--- config.mk ---
export PLATFORM = sky130hd
export DESIGN_NAME = codec_mm_slave
export DESIGN_NICKNAME = d
export VERILOG_FILES = /design/src/rtl/codec_pkg.sv /design/src/rtl/codec_burst_ctrl.sv /design/src/rtl/codec_mm_slave.sv
export SDC_FILE = /design/constraint.sdc
export NUM_CORES = 1
export LEC_CHECK = 0
export ABC_AREA = 1
export CAP_MARGIN = 10
export CORE_UTILIZATION = 42
export DETAILED_ROUTE_END_ITERATION = 6
export PLACE_DENSITY_LB_ADDON = 0.25
export SKIP_CTS_REPAIR_TIMING = 1
export SYNTH_ARGS = -nofsm -noshare
export SYNTH_HDL_FRONTEND = slang
export SYNTH_SLANG_ARGS = --single-unit
--- constraint.sdc ---
create_clock -name Clk -period 5.6 [get_ports Clk]
set_input_delay 0.84 -clock Clk [delete_from_list [all_inputs] [get_ports Clk]]
set_output_delay 0.84 -clock Clk [all_outputs]
set_load 0.03 [all_outputs]
--- src/rtl/codec_pkg.sv ---
// ---------------------------------------------------------------------------
// codec_pkg
// Shared constants for the WM8731 codec Avalon-MM register interface:
// register word addresses, STATUS bit positions, interrupt source indices
// and the burst controller state encoding.
// ---------------------------------------------------------------------------
package codec_pkg;

  // Register word addresses on slave_address
  localparam logic [2:0] ADDR_I2C_CMD  = 3'd0;
  localparam logic [2:0] ADDR_STATUS   = 3'd1;
  localparam logic [2:0] ADDR_DAC      = 3'd2;
  localparam logic [2:0] ADDR_ADC      = 3'd3;
  localparam logic [2:0] ADDR_IRQ_MASK = 3'd4;
  localparam logic [2:0] ADDR_IRQ_PEND = 3'd5;

  // Bit positions inside the STATUS word
  localparam int STAT_I2C_IDLE  = 0;
  localparam int STAT_DAC_FULL  = 1;
  localparam int STAT_ADC_EMPTY = 2;
  localparam int STAT_PEND_LSB  = 3;

  // Interrupt sources, one pending/mask bit each
  localparam int IRQ_I2C_IDLE  = 0;
  localparam int IRQ_DAC_READY = 1;
  localparam int IRQ_ADC_AVAIL = 2;
  localparam int NUM_IRQ       = 3;

  // Burst controller states
  typedef enum logic [1:0] {
    BURST_IDLE = 2'd0,
    BURST_RD   = 2'd1,
    BURST_WR   = 2'd2
  } burst_state_t;

endpackage

--- src/rtl/codec_burst_ctrl.sv ---
// ---------------------------------------------------------------------------
// codec_burst_ctrl
// Tracks fixed-address Avalon bursts. On the first beat the address is
// latched and the beat count loaded; while a burst is running the latched
// address replaces slave_address so every beat reaches the same FIFO.
// Ports:
//   Clk, Rst        clock, asynchronous active-high reset
//   burst_begin     first beat of a burst with exactly one strobe
//   burst_is_read   direction of that first beat
//   burstcount      number of beats in the burst (0 = no burst)
//   slave_address   address presented by the master
//   beat_accepted   the current beat completes this cycle
//   eff_address     address the register map decodes
//   burst_active    a burst is in progress (RD or WR state)
// ---------------------------------------------------------------------------
module codec_burst_ctrl
  import codec_pkg::*;
#(
  parameter int BURST_W = 8
) (
  input  logic               Clk,
  input  logic               Rst,
  input  logic               burst_begin,
  input  logic               burst_is_read,
  input  logic [BURST_W-1:0] burstcount,
  input  logic [2:0]         slave_address,
  input  logic               beat_accepted,
  output logic [2:0]         eff_address,
  output logic               burst_active
);

  localparam logic [BURST_W-1:0] COUNT_ONE = BURST_W'(1);

  burst_state_t       state, state_next;
  logic [BURST_W-1:0] b_count, b_count_next;
  logic [2:0]         lat_address, lat_address_next;

  // State, remaining-beat counter and latched address registers
  always_ff @(posedge Clk or posedge Rst) begin
    if (Rst) begin
      state       <= BURST_IDLE;
      b_count     <= '0;
      lat_address <= '0;
    end else begin
      state       <= state_next;
      b_count     <= b_count_next;
      lat_address <= lat_address_next;
    end
  end

  // Next-state logic. The first beat counts toward the burst, so a burst
  // whose first beat is accepted immediately loads burstcount-1, and a
  // single-beat burst never leaves IDLE. Stalled beats do not count.
  always_comb begin
    state_next       = state;
    b_count_next     = b_count;
    lat_address_next = lat_address;
    case (state)
      BURST_IDLE: begin
        if (burst_begin && (burstcount != '0)) begin
          lat_address_next = slave_address;
          if (!beat_accepted) begin
            state_next   = burst_is_read ? BURST_RD : BURST_WR;
            b_count_next = burstcount;
          end else if (burstcount != COUNT_ONE) begin
            state_next   = burst_is_read ? BURST_RD : BURST_WR;
            b_count_next = burstcount - COUNT_ONE;
          end
        end
      end
      BURST_RD, BURST_WR: begin
        if (beat_accepted) begin
          if (b_count == COUNT_ONE) begin
            state_next   = BURST_IDLE;
            b_count_next = '0;
          end else begin
            b_count_next = b_count - COUNT_ONE;
          end
        end
      end
      default: begin
        state_next   = BURST_IDLE;
        b_count_next = '0;
      end
    endcase
  end

  // Address override while a burst is running
  assign burst_active = (state != BURST_IDLE);
  assign eff_address  = burst_active ? lat_address : slave_address;

endmodule

--- src/rtl/codec_mm_slave.sv ---
// ---------------------------------------------------------------------------
// codec_mm_slave
// Avalon-MM slave for the WM8731 codec: I2C command register, status,
// DAC FIFO push port, ADC FIFO pop port, optional maskable sticky IRQs.
// Supports waitrequest backpressure and fixed-address bursts.
// Optional feature macro: CODEC_MM_SLAVE_IRQ_EN (IRQ mask/pending registers
// and slave_irq). Without it slave_irq is 0 and addresses 4/5 read 0.
// Ports:
//   Clk, Rst                  clock, asynchronous active-high reset
//   slave_*                   Avalon-MM slave (32-bit data, 3-bit word address)
//   slave_irq                 registered level interrupt
//   i2c_idle/i2c_start/i2c_packet   I2C master handshake and command
//   dac_fifo_full/dac_wr/dac_fifo_in  DAC FIFO push side
//   adc_fifo_empty/adc_rd/adc_fifo_out ADC show-ahead FIFO pop side
// ---------------------------------------------------------------------------
module codec_mm_slave
  import codec_pkg::*;
#(
  parameter  int SAMPLE_W = 16,
  parameter  int NUM_CH   = 2,
  parameter  int I2C_W    = 24,
  parameter  int BURST_W  = 8,
  localparam int DATA_W   = NUM_CH * SAMPLE_W
) (
  input  logic               Clk,
  input  logic               Rst,
  input  logic               slave_chipselect,
  input  logic               slave_read,
  input  logic               slave_write,
  input  logic [2:0]         slave_address,
  input  logic [31:0]        slave_writedata,
  output logic [31:0]        slave_readdata,
  output logic               slave_waitrequest,
  input  logic               slave_beginbursttransfer,
  input  logic [BURST_W-1:0] slave_burstcount,
  output logic               slave_irq,
  input  logic               i2c_idle,
  output logic               i2c_start,
  output logic [I2C_W-1:0]   i2c_packet,
  input  logic               dac_fifo_full,
  output logic               dac_wr,
  output logic [DATA_W-1:0]  dac_fifo_in,
  input  logic               adc_fifo_empty,
  output logic               adc_rd,
  input  logic [DATA_W-1:0]  adc_fifo_out
);

  logic                single_rd, single_wr;
  logic                beat_accepted, rd_acc, wr_acc;
  logic                burst_begin, burst_active;
  logic [2:0]          eff_address;
  logic [NUM_IRQ-1:0]  mask_view, pend_view;
  logic [31:0]         status_word;

  // Access qualification. Simultaneous read and write is not an access.
  // Everything is held quiet while reset is asserted so no strobe escapes.
  always_comb begin
    single_rd = slave_chipselect & slave_read & ~slave_write & ~Rst;
    single_wr = slave_chipselect & slave_write & ~slave_read & ~Rst;
    slave_waitrequest =
        (single_wr & (((eff_address == ADDR_I2C_CMD) & ~i2c_idle) |
                      ((eff_address == ADDR_DAC) & dac_fifo_full))) |
        (single_rd & (eff_address == ADDR_ADC) & adc_fifo_empty);
    beat_accepted = (single_rd | single_wr) & ~slave_waitrequest;
    rd_acc        = beat_accepted & single_rd;
    wr_acc        = beat_accepted & single_wr;
    burst_begin   = slave_beginbursttransfer & (single_rd | single_wr) & ~burst_active;
  end

  codec_burst_ctrl #(
    .BURST_W (BURST_W)
  ) u_burst (
    .Clk           (Clk),
    .Rst           (Rst),
    .burst_begin   (burst_begin),
    .burst_is_read (single_rd),
    .burstcount    (slave_burstcount),
    .slave_address (slave_address),
    .beat_accepted (beat_accepted),
    .eff_address   (eff_address),
    .burst_active  (burst_active)
  );

  // FIFO strobes fire in the cycle the beat is accepted
  assign dac_wr      = wr_acc & (eff_address == ADDR_DAC);
  assign dac_fifo_in = slave_writedata[DATA_W-1:0];
  assign adc_rd      = rd_acc & (eff_address == ADDR_ADC);

  // I2C command register; the start pulse follows the accepted write by one
  // cycle so the packet is already stable when the master sees it.
  always_ff @(posedge Clk or posedge Rst) begin
    if (Rst) begin
      i2c_start  <= 1'b0;
      i2c_packet <= '0;
    end else begin
      i2c_start <= wr_acc & (eff_address == ADDR_I2C_CMD);
      if (wr_acc && (eff_address == ADDR_I2C_CMD)) begin
        i2c_packet <= slave_writedata[I2C_W-1:0];
      end
    end
  end

`ifdef CODEC_MM_SLAVE_IRQ_EN
  logic [NUM_IRQ-1:0] irq_mask, irq_pend, pend_set, pend_clr;
  logic               idle_d, dac_full_d, adc_empty_d, irq_q;

  // Edge detection on the delayed copies and write-1-to-clear decode
  always_comb begin
    pend_set                = '0;
    pend_set[IRQ_I2C_IDLE]  = i2c_idle & ~idle_d;
    pend_set[IRQ_DAC_READY] = ~dac_fifo_full & dac_full_d;
    pend_set[IRQ_ADC_AVAIL] = ~adc_fifo_empty & adc_empty_d;
    pend_clr                = '0;
    if (wr_acc && (eff_address == ADDR_IRQ_PEND)) begin
      pend_clr = slave_writedata[NUM_IRQ-1:0];
    end
  end

  // Sticky pending bits (a new event beats a clear in the same cycle),
  // mask register and the registered interrupt line
  always_ff @(posedge Clk or posedge Rst) begin
    if (Rst) begin
      idle_d      <= 1'b0;
      dac_full_d  <= 1'b0;
      adc_empty_d <= 1'b0;
      irq_mask    <= '0;
      irq_pend    <= '0;
      irq_q       <= 1'b0;
    end else begin
      idle_d      <= i2c_idle;
      dac_full_d  <= dac_fifo_full;
      adc_empty_d <= adc_fifo_empty;
      irq_pend    <= (irq_pend & ~pend_clr) | pend_set;
      if (wr_acc && (eff_address == ADDR_IRQ_MASK)) begin
        irq_mask <= slave_writedata[NUM_IRQ-1:0];
      end
      irq_q <= |(irq_pend & irq_mask);
    end
  end

  assign slave_irq = irq_q;
  assign mask_view = irq_mask;
  assign pend_view = irq_pend;
`else
  assign slave_irq = 1'b0;
  assign mask_view = '0;
  assign pend_view = '0;
`endif

  // Combinational read mux; the bus reads 0 unless a read beat is accepted
  always_comb begin
    status_word                                 = '0;
    status_word[STAT_I2C_IDLE]                  = i2c_idle;
    status_word[STAT_DAC_FULL]                  = dac_fifo_full;
    status_word[STAT_ADC_EMPTY]                 = adc_fifo_empty;
    status_word[STAT_PEND_LSB +: NUM_IRQ]       = pend_view;
    slave_readdata = '0;
    if (rd_acc) begin
      case (eff_address)
        ADDR_I2C_CMD:  slave_readdata = 32'(i2c_packet);
        ADDR_STATUS:   slave_readdata = status_word;
        ADDR_ADC:      slave_readdata = 32'(adc_fifo_out);
        ADDR_IRQ_MASK: slave_readdata = 32'(mask_view);
        ADDR_IRQ_PEND: slave_readdata = 32'(pend_view);
        default:       slave_readdata = '0;
      endcase
    end
  end

endmodule

==> impl_metrics.tcl <==
set metrics [dict create \
    finalCritPeriodShare_pct 77.5 \
    tightest_slew_ns 0.777 \
    reg2reg_from "u_burst.state[0]$_DFFE_PP0P_" \
    cts_buffers 5 \
    nets 649 \
    finalPower_w 0.00139 \
    fin_util_pct 65.4 \
    finalSetupViolations 0 \
    required_ns 4.76 \
    fillers 595 \
    port_buffers 159 \
    crit_path_end_kind "output port" \
    hold_viol 0 \
    critPathLaunchType "input port" \
    htreeDepth 2 \
    core_um2 6870 \
    worst_ep_arrival_time_ns 3.50 \
    overflow 0 \
    rsz0062_at_grt "no" \
    run_status "finished clean" \
    regArea_um2 951 \
    rows 30 \
    insertion_delay_ns 0.29 \
    p_clk_share_pct 14.4 \
    design.portCount 177 \
    cp_cell_sequence "clkdlybuf4s50_1 > nand2_1 > nand2_2 > nor2_2 > nand2_1 > buf_4 > inv_1 > a22oi_1 > nor2_1 > clkdlybuf4s50_1" \
    die_h_um 86.8 \
    swShare_pct 47.4 \
    path_class "in2out" \
    route.detailed.drc 0 \
    endpoint "slave_readdata[13]" \
    slowest_stage "clkdlybuf4s50_1" \
    r2r_setup_slack_ns 2.99 \
    dr_total_vias 3227 \
    finClkSkew_ns 0.00444 \
    drt_iter0_markers 161 \
    start_util_pct 44.0 \
    worstRegToRegCells 14 \
    hold_class "reg2reg" \
    async_flop_share_pct 100 \
    ant_nets 0 \
    p_comb_share_pct 56.5 \
    dpl-instance-area_um2 4400 \
    synth_top_flop_cell "dfrtp_1" \
    design.die.area_um2 7540 \
    switchingPower_w 0.000660 \
    drive_gt1_share_pct 6.07 \
    synthCells 439 \
    finalInstanceArea_um2 4500 \
    regToRegEndpoint "i2c_packet[22]$_DFFE_PP0P_" \
    insertedDiodeCount 0 \
    finalMaxSlewViolations 0 \
    vdd_drop_max_mv 0.149 \
    antenna_found_initial 0 \
    power_leakage_nw 2.13 \
    dp_hpwl_um 6880 \
    via_per_inst 4.92 \
    cp-startpoint "slave_address[1]" \
    ys_types 33 \
    yosys_warnings 0 \
    clock-sinks 38 \
    area_growth_pct 48.7 \
    syn-num-nets 529 \
    grt_max_degree 39 \
    max_stage_delay_ns 0.72 \
    synth_seq_area_share_pct 31.5 \
    dr.pass1.iters 4 \
    power_density_nw_per_um2 310 \
    multi_input_area_um2 1570 \
    grt_pass1_vias 3094 \
    track_usage_pct 24.6 \
    syn_avg_cell_area_um2 6.89 \
    seq_power_share_pct 29.0 \
    cts_max_path_buffers 2 \
    wire_per_inst_um 13.8 \
    gp_congestion 0.830 \
    fin_setup_tns_ns 0 \
    wl_um 9060 \
    maxCapViolations 0 \
    synth_edf_count 0 \
    place_ws_ns 1.28 \
    p_int_w 0.000733 \
    yosys_register_bits 38 \
    dieWidth_um 86.8 \
    cts_tree "yes" \
    root_buffer "clkbuf_8" \
    fin_crit_ns 4.34 \
    grt_pass1_wl_um 14400 \
    maxSlewHeadroom_pct 48.1 \
    syn-cell-area_um2 3020 \
    fmax_mhz 230 \
    clk_pin_slew_ns 0.08 \
    setup_slack_ns 1.26 \
    crit_fanout 27 \
]
==> sequential cells by signal, summed over array words and instances, names as in the netlist <==
signal               flops
i2c_start                1
u_burst.state            2
u_burst.b_count          8
u_burst.lat_address      3
i2c_packet              24
==> critical path, delay by kind of cell <==
family,cells,cell delay [ns]
simple gates,5,0.53
buf+inv,4,1.97
compound gates,1,0.15
==> through the flow <==
stage	cells	hold WS [ns]
4_1_cts	656	0.491
6_report	656	0.501
2_1_floorplan	439	0.449
3_5_place_dp	648	0.473
5_1_grt	656	0.524
3_3_place_gp	648	0.465
==> layer usage <==
layer	routed length [µm]	global-route usage (%)
met5	0	0
met4	140	8.18
met2	4580	42.0
met3	490	5.33
met1	3850	30.7
==> area by class of cell <==
cell class,instances,share of cell area [%]
timing repair buffer,162,35.9
multi-input combinational,312,34.8
sequential,38,21.2
inverter,40,3.34
tap,96,2.67
clock buffer,6,1.84
clock inverter,2,0.278
==> synthesized netlist by cell type, types with 3 or more instances <==
cell / count / share of area, %
nor2_1: 43 / 5.3
nand2_1: 139 / 17
a21oi_1: 3 / 0.50
o21ai_0: 25 / 4.1
o21ai_1: 4 / 0.66
a22oi_1: 21 / 5.2
xor2_1: 4 / 1.2
inv_2: 5 / 0.62
clkbuf_1: 3 / 0.37
buf_4: 37 / 9.2
a31oi_1: 3 / 0.62
buf_2: 3 / 0.50
nand2_2: 8 / 1.7
dfrtp_1: 38 / 31
nand4_1: 12 / 2.5
nand3_1: 26 / 4.3
buf_6: 4 / 1.5
inv_1: 35 / 4.3
ha_1: 6 / 2.5
==> worst min path at each step <==
stage	startpoint	end	slack, ns	cells after the start
floorplan	u_burst.b_count[1]$_DFFE_PP0P_	u_burst.b_count[1]$_DFFE_PP0P_	0.45	2
global placement	u_burst.b_count[1]$_DFFE_PP0P_	u_burst.b_count[1]$_DFFE_PP0P_	0.46	2
detailed placement	u_burst.b_count[1]$_DFFE_PP0P_	u_burst.b_count[1]$_DFFE_PP0P_	0.47	2
CTS	u_burst.b_count[1]$_DFFE_PP0P_	u_burst.b_count[1]$_DFFE_PP0P_	0.49	2
global route	u_burst.b_count[1]$_DFFE_PP0P_	u_burst.b_count[1]$_DFFE_PP0P_	0.52	2
finish	u_burst.b_count[1]$_DFFE_PP0P_	u_burst.b_count[1]$_DFFE_PP0P_	0.50	2
==> cells in the final DEF, fill, tap and decap left out <==
cell type	n
o21a_1	2
o21ai_1	4
clkinv_2	1
a22oi_1	21
a21oi_4	1
nor3_1	1
nand3_1	26
nand2_4	1
a21oi_1	3
nor4_1	1
conb_1	1
clkdlybuf4s50_1	159
clkinvlp_4	1
ha_1	6
inv_1	35
nor2_8	2
xor2_1	4
o21bai_1	1
a31oi_1	3
nor2_2	2
a21boi_0	1
nand3b_1	1
nand3_4	2
dfrtp_1	38
or2_2	2
buf_4	3
inv_2	5
nand2_2	8
clkbuf_8	6
nor2_1	43
nand4_1	12
o21ai_0	25
nand2_1	139
==> cells by family after synthesis <==
kind of cell | Yosys count | synth area share, %
flops | 38 | 31.5
other cells | 1 | 0.124
fa+ha+maj | 6 | 2.48
xor+xnor | 4 | 1.16
compound gates | 61 | 12.7
buf+inv | 89 | 16.8
simple gates | 240 | 35.3
==> power groups by stage <==
| stage | logic (W) | clock network [W] | registers, W |
|---|---|---|---|
| 6_report | 0.000787 | 0.000201 | 0.000404 |
| 5_1_grt | 0.000882 | 0.000214 | 0.000414 |
| 4_1_cts | 0.000791 | 0.000203 | 0.000403 |
| 3_5_place_dp | 0.000787 | 0 | 0.000406 |
| 3_3_place_gp | 0.000769 | 0 | 0.000405 |
| 2_1_floorplan | 0.000533 | 0 | 0.000437 |
(Power assumes the default switching activity.)
